$ cat src/rtl/decode_stage.sv
// decode_stage: decode / operand-issue stage sitting between fetch and execute.
// Decodes ADD/SUB/LDB/LDW/STB/STW/BEQ/JUMP, reads the register file (whose write
// port belongs to writeback), tracks pending destination writes on a busy
// scoreboard to stall on RAW hazards, and holds the issued operands in a
// registered issue slot with a valid/ready handshake on both sides.
// Optional feature macro: WB_BYPASS_EN (forward same-cycle writeback data to
// operand reads and treat the busy bit being cleared as resolved).
module decode_stage #(
   parameter int ARCH_BITS = 32,
   parameter int REG_COUNT = 32,
   parameter int ADDR_BITS = 5
) (
   input  logic                 clk,
   input  logic                 rst,
   input  logic                 in_valid,
   output logic                 in_ready,
   input  logic [31:0]          in_instr,
   input  logic [ARCH_BITS-1:0] in_pc,
   output logic                 out_valid,
   input  logic                 out_ready,
   output logic [6:0]           out_opcode,
   output logic [ARCH_BITS-1:0] out_data1,
   output logic [ARCH_BITS-1:0] out_data2,
   output logic [ARCH_BITS-1:0] out_store,
   output logic [ADDR_BITS-1:0] out_rd,
   output logic                 out_wr,
   output logic [ARCH_BITS-1:0] out_pc,
   output logic                 out_illegal,
   input  logic                 flush,
   input  logic                 wb_en,
   input  logic [ADDR_BITS-1:0] wb_addr,
   input  logic [ARCH_BITS-1:0] wb_data
);

   localparam logic [6:0] OP_ADD  = 7'h00;
   localparam logic [6:0] OP_SUB  = 7'h01;
   localparam logic [6:0] OP_LDB  = 7'h10;
   localparam logic [6:0] OP_LDW  = 7'h11;
   localparam logic [6:0] OP_STB  = 7'h12;
   localparam logic [6:0] OP_STW  = 7'h13;
   localparam logic [6:0] OP_BEQ  = 7'h30;
   localparam logic [6:0] OP_JUMP = 7'h31;

`ifdef WB_BYPASS_EN
   localparam bit BYPASS = 1'b1;
`else
   localparam bit BYPASS = 1'b0;
`endif

   // Instruction fields
   logic [6:0]           fOp;
   logic [ADDR_BITS-1:0] fRd;
   logic [ADDR_BITS-1:0] fRa;
   logic [ADDR_BITS-1:0] fRb;
   logic [14:0]          fImm;
   logic [ARCH_BITS-1:0] sext;

   assign fOp  = in_instr[31:25];
   assign fRd  = in_instr[24:20];
   assign fRa  = in_instr[19:15];
   assign fRb  = in_instr[14:10];
   assign fImm = in_instr[14:0];
   assign sext = {{(ARCH_BITS-15){fImm[14]}}, fImm};

   // Architectural state
   logic [ARCH_BITS-1:0] regs_q [REG_COUNT];
   logic [REG_COUNT-1:0] busy_q;
   logic [REG_COUNT-1:0] busy_d;

   // Issue register
   logic                 issueValid_q;
   logic [6:0]           issueOp_q;
   logic [ARCH_BITS-1:0] issueData1_q;
   logic [ARCH_BITS-1:0] issueData2_q;
   logic [ARCH_BITS-1:0] issueStore_q;
   logic [ADDR_BITS-1:0] issueRd_q;
   logic                 issueWr_q;
   logic [ARCH_BITS-1:0] issuePc_q;
   logic                 issueIllegal_q;

   // Operand read ports: ra, rb and rd (rd is read as store data)
   logic                 bypA, bypB, bypD;
   logic [ARCH_BITS-1:0] valA, valB, valD;

   assign bypA = BYPASS && wb_en && (wb_addr == fRa) && (fRa != '0);
   assign bypB = BYPASS && wb_en && (wb_addr == fRb) && (fRb != '0);
   assign bypD = BYPASS && wb_en && (wb_addr == fRd) && (fRd != '0);

   assign valA = (fRa == '0) ? '0 : (bypA ? wb_data : regs_q[fRa]);
   assign valB = (fRb == '0) ? '0 : (bypB ? wb_data : regs_q[fRb]);
   assign valD = (fRd == '0) ? '0 : (bypD ? wb_data : regs_q[fRd]);

   // Decoded operands and which register fields this opcode really reads
   logic                 useA, useB, useD;
   logic [ARCH_BITS-1:0] decData1, decData2, decStore;
   logic                 decWr, decIllegal;

   // Map the opcode to the operand bundle handed to execute
   always_comb begin
      useA       = 1'b0;
      useB       = 1'b0;
      useD       = 1'b0;
      decData1   = '0;
      decData2   = '0;
      decStore   = '0;
      decWr      = 1'b0;
      decIllegal = 1'b0;
      case (fOp)
         OP_ADD, OP_SUB: begin
            useA     = 1'b1;
            useB     = 1'b1;
            decData1 = valA;
            decData2 = valB;
            decWr    = 1'b1;
         end
         OP_LDB, OP_LDW: begin
            useA     = 1'b1;
            decData1 = valA;
            decData2 = sext;
            decWr    = 1'b1;
         end
         OP_STB, OP_STW: begin
            useA     = 1'b1;
            useD     = 1'b1;
            decData1 = valA;
            decData2 = sext;
            decStore = valD;
         end
         OP_BEQ: begin
            useA     = 1'b1;
            useB     = 1'b1;
            decData1 = in_pc;
            decData2 = sext << 2;
            decStore = valB;
         end
         OP_JUMP: begin
            useA     = 1'b1;
            decData1 = valA;
            decData2 = sext;
         end
         default: begin
            decIllegal = 1'b1;
         end
      endcase
   end

   // A source still waiting for its producer blocks issue; a bypassed one does not
   logic hazard;
   logic accept;

   assign hazard = (useA && busy_q[fRa] && !bypA) ||
                   (useB && busy_q[fRb] && !bypB) ||
                   (useD && busy_q[fRd] && !bypD);

   assign in_ready = rst && !flush && (!issueValid_q || out_ready) && !hazard;
   assign accept   = in_valid && in_ready;

   // Scoreboard next state: clears from writeback and from a killed writer, then set wins
   always_comb begin
      busy_d = busy_q;
      if (wb_en) begin
         busy_d[wb_addr] = 1'b0;
      end
      if (flush && issueValid_q && issueWr_q) begin
         busy_d[issueRd_q] = 1'b0;
      end
      if (accept && decWr && (fRd != '0)) begin
         busy_d[fRd] = 1'b1;
      end
      busy_d[0] = 1'b0;
   end

   // Scoreboard register
   always_ff @(posedge clk or negedge rst) begin
      if (!rst) begin
         busy_q <= '0;
      end else begin
         busy_q <= busy_d;
      end
   end

   // Register file write port; r0 writes are dropped so it always reads zero
   always_ff @(posedge clk or negedge rst) begin
      if (!rst) begin
         for (int i = 0; i < REG_COUNT; i++) begin
            regs_q[i] <= '0;
         end
      end else if (wb_en && (wb_addr != '0)) begin
         regs_q[wb_addr] <= wb_data;
      end
   end

   // Issue slot: load on accept, drop on consume or flush, otherwise hold
   always_ff @(posedge clk or negedge rst) begin
      if (!rst) begin
         issueValid_q   <= 1'b0;
         issueOp_q      <= '0;
         issueData1_q   <= '0;
         issueData2_q   <= '0;
         issueStore_q   <= '0;
         issueRd_q      <= '0;
         issueWr_q      <= 1'b0;
         issuePc_q      <= '0;
         issueIllegal_q <= 1'b0;
      end else if (flush) begin
         issueValid_q <= 1'b0;
      end else if (accept) begin
         issueValid_q   <= 1'b1;
         issueOp_q      <= fOp;
         issueData1_q   <= decData1;
         issueData2_q   <= decData2;
         issueStore_q   <= decStore;
         issueRd_q      <= fRd;
         issueWr_q      <= decWr;
         issuePc_q      <= in_pc;
         issueIllegal_q <= decIllegal;
      end else if (out_ready) begin
         issueValid_q <= 1'b0;
      end
   end

   assign out_valid   = issueValid_q;
   assign out_opcode  = issueOp_q;
   assign out_data1   = issueData1_q;
   assign out_data2   = issueData2_q;
   assign out_store   = issueStore_q;
   assign out_rd      = issueRd_q;
   assign out_wr      = issueWr_q;
   assign out_pc      = issuePc_q;
   assign out_illegal = issueIllegal_q;

endmodule

$ cat config.mk
export PLATFORM = sky130hd
export DESIGN_NAME = decode_stage
export DESIGN_NICKNAME = d
export VERILOG_FILES = /design/src/rtl/decode_stage.sv
export SDC_FILE = /design/constraint.sdc
export NUM_CORES = 2
export LEC_CHECK = 0
export CORE_UTILIZATION = 62
export CTS_CLUSTER_SIZE = 16
export DETAILED_ROUTE_END_ITERATION = 12
export DONT_BUFFER_PORTS = 1
export PLACE_DENSITY_LB_ADDON = 0.25
export SETUP_SLACK_MARGIN = 0.4
export SYNTH_ARGS = -nofsm -noshare
export SYNTH_HDL_FRONTEND = slang
export SYNTH_SLANG_ARGS = --single-unit
$ cat constraint.sdc
create_clock -name clk -period 5 [get_ports clk]
set_input_delay 1 -clock clk [delete_from_list [all_inputs] [get_ports clk]]
set_output_delay 1 -clock clk [all_outputs]
set_load 0.02 [all_outputs]
==> flow_metrics.tcl <==
set metrics [dict create \
    status "finished, final reports clean" \
    synth_ff_type "dfrtp_1" \
    cts_setup_buffers 0 \
    yosysSeqAreaShare 0.431 \
    skew_ns 0.0262 \
    syn_inst 4625 \
    hold_class "primary input to asynchronous set/reset pin" \
    clk_latency_ns 0.77 \
    ioPinCount 251 \
    max_freq_mhz 256 \
    finalPower_mw 29.5 \
    yosysWarnings 0 \
    place_congestion 0.906 \
    p_int_mw 21.4 \
    reg2reg_slack_ns 1.64 \
    ys_top_cells_by_area "dfrtp_1 (43%), mux4_2 (27%), mux2_2 (17%), a22oi_1 (2.2%), clkbuf_1 (1.8%)" \
    drc 0 \
    dr.first_iter.drc_count 6243 \
    hpwl_um 119000 \
    synth-edff-count 0 \
    tightest_slew_ns 1.37 \
    h-tree-depth 4 \
    crit_buf_inv 0 \
    crit_slowest_cell "mux4_2" \
    synthArstFlopShare 1.00 \
    die_h_um 337 \
    slew_viol_final 0 \
    finalCritPeriodShare 0.783 \
    slowest_delay_ns 0.55 \
    cts_buffer_depth 3 \
    avgSynthCellArea_sq_um 15.1 \
    post-place-ws_ns 0.966 \
    rsz0062_at_grt "no" \
    core_area_sq_um 111000 \
    final_cell_mix "dfrtp_1 (1198), mux2_2 (1046), mux4_2 (835)" \
    grt_pass1_wl_um 330000 \
    syn-num-nets 4732 \
    die_x_um 337 \
    nNetsFinal 4389 \
    numCtsBuffers 132 \
    critical_path_class "primary input to primary output" \
    clkPwrFrac 0.344 \
    start_util 0.628 \
    antenna_found_initial 13 \
    yosysTopAreaCell "dfrtp_1" \
    cp_top_family "compound AO/OA/AOI/OAI gates" \
    numClockSinks 1198 \
    finalSetupTns_ns 0 \
    cts_tree "done" \
    netlist_area_sq_um 69600 \
    die-area_sq_um 114000 \
    path_clk_slew_ns 0.06 \
    final_common_cell "dfrtp_1" \
    r2r-start "busy_q[21]$_DFF_PN0_" \
    swShare 0.275 \
    wl_per_cell_um 38.5 \
    fill_cells 7452 \
    core.rowCount 122 \
    worstSetupStartpoint "in_instr[21]" \
    synth.distinct_cells 62 \
    grt_util_all_layers 0.406 \
    timing.final.hold_violations 0 \
    firstDrtPassIters 9 \
    r2r_cells 9 \
    ant_nets 0 \
    synth_top_area_frac 0.431 \
    worstPathCellList "mux4_2 -> a22oi_1 -> o211ai_1 -> o31ai_1 -> o2111a_2 -> and2_1" \
    powerDensity_nw_per_um2 394 \
    grt_pass1_vias 47200 \
    p_sw_mw 8.12 \
    overflow 0 \
    worstReg2RegEnd "out_pc[8]$_DFFE_PN0P_" \
    fin_ws_ns 1.09 \
    via_per_inst 7.99 \
    num_vias 47000 \
    slew_headroom 0.0897 \
    peakVddDrop_mv 0.329 \
    area_growth_pct 7.54 \
    start_kind "primary input" \
    synth-seq-cells 1198 \
    critPathRequiredTime_ns 4.00 \
    cts_root_buf "clkbuf_16" \
    drive_above_1_share 0.510 \
    period_needed_ns 3.91 \
    pwr-share-comb 0.200 \
    maxCapViolations 0 \
    routed_wl_um 226000 \
    critPathMaxFanout 273 \
    setup_viol 0 \
    cp.arrival_ns 2.91 \
    end_kind "primary output" \
    portBuffers 0 \
    grt_max_degree 1059 \
    p_leak_nw 30.8 \
    p_seq_frac 0.455 \
]
-- flip-flops by register name, summed over array words and instances (netlist names), 5 cells and up --
signal and count:
regs_q 1024, out_data2 32, out_opcode 7, out_store 32, busy_q 31, out_rd 5
out_pc 32, out_data1 32
-- worst register-to-register path: stages (launching register included) --
cell and delay, ns:
dfrtp_1 0.43, mux4_2 0.48, a22oi_1 0.17, o211ai_1 0.11
o31ai_1 0.24, o2111a_2 0.29, buf_4 0.32, nand2_4 0.47
buf_4 0.41, mux2_2 0.31
-- power groups by stage --
stage / Combinational (mW) / Clock, mW / Sequential, mW
2_1_floorplan: 5.00 / 0 / 12.9
3_3_place_gp: 5.41 / 0 / 13.3
3_5_place_dp: 5.57 / 0 / 13.5
4_1_cts: 5.63 / 10.2 / 13.3
5_1_grt: 6.20 / 10.6 / 13.7
6_report: 5.91 / 10.2 / 13.4
-- layout make-up --
type                    instances  area (sq um)  share of cell area
clock buffers                 195          3980              0.0531
inverters                       7          26.3            0.000351
diodes                          7          17.5            0.000234
flip-flops and latches       1198         30000               0.400
well taps                    1488          1860              0.0249
multi-input cells            2873         37700               0.503
clock inverters                39           500             0.00668
repair buffers                 70           836              0.0112
-- synthesized netlist by cell type, types with 12 or more instances --
library cell     n
buf_4           17
mux2_1          19
a21oi_1        134
nor2_1          45
mux2_2        1046
a2bb2oi_1       12
o41ai_2         18
mux4_2         835
a31oi_1         36
a22oi_1        205
nand2_1        126
buf_2           75
nand2b_1        21
dfrtp_1       1198
o221ai_1        16
o21ai_0         61
clkbuf_1       334
a32oi_1         12
buf_1          113
nand4_1         32
o211ai_1        16
mux2i_1        114
-- worst max-delay path by stage --
stage	to	slack, ns	cells after the start
final	in_ready	1.09	6
after global routing	in_ready	1.02	5
after CTS	in_ready	1.11	6
after detailed placement	out_pc[0]$_DFFE_PN0P_	0.97	9
after global placement	out_pc[9]$_DFFE_PN0P_	0.98	9
after floorplan	in_ready	1.11	9
-- repair_timing --
action / CTS / global route
resized for setup: 0 / 0
hold endpoints to repair: 142 / 4
hold buffers: 1 / 1
-- stage by stage --
| stage | cells | hold slack, ns | area, sq um | util |
|---|---|---|---|---|
| after floorplan | 4625 | 0.441 | 69600 | - |
| after global placement | 5629 | 0.377 | 70200 | 0.633 |
| after detailed placement | 5629 | 0.384 | 70200 | 0.633 |
| after CTS | 5864 | 0.00970 | 74700 | 0.673 |
| after global routing | 5871 | 0.263 | 74900 | 0.675 |
| final | 5877 | 0.200 | 74900 | 0.675 |
-- logic make-up (layout without fill, tap and decap cells) --
logic type / count (synthesis) / in the layout / share of synthesized area
mux: 2014 / 2014 / 0.459
flops: 1198 / 1198 / 0.431
compound gates: 565 / 565 / 0.0568
buf+inv: 554 / 311 / 0.0330
simple gates: 293 / 293 / 0.0209
fa+ha+maj: 1 / 1 / 0.000144
other cells: 0 / 7 / 0
-- per-layer routing --
metal / up-vias / GRT usage / share of wire
met5: - / 0.0106 / 0.00098
met4: 14 / 0.204 / 0.056
met3: 805 / 0.198 / 0.16
met2: 3386 / 0.580 / 0.44
met1: 24900 / 0.513 / 0.35
li1: 17800 / - / -
Note: power is estimated with default switching activity, not from simulation.
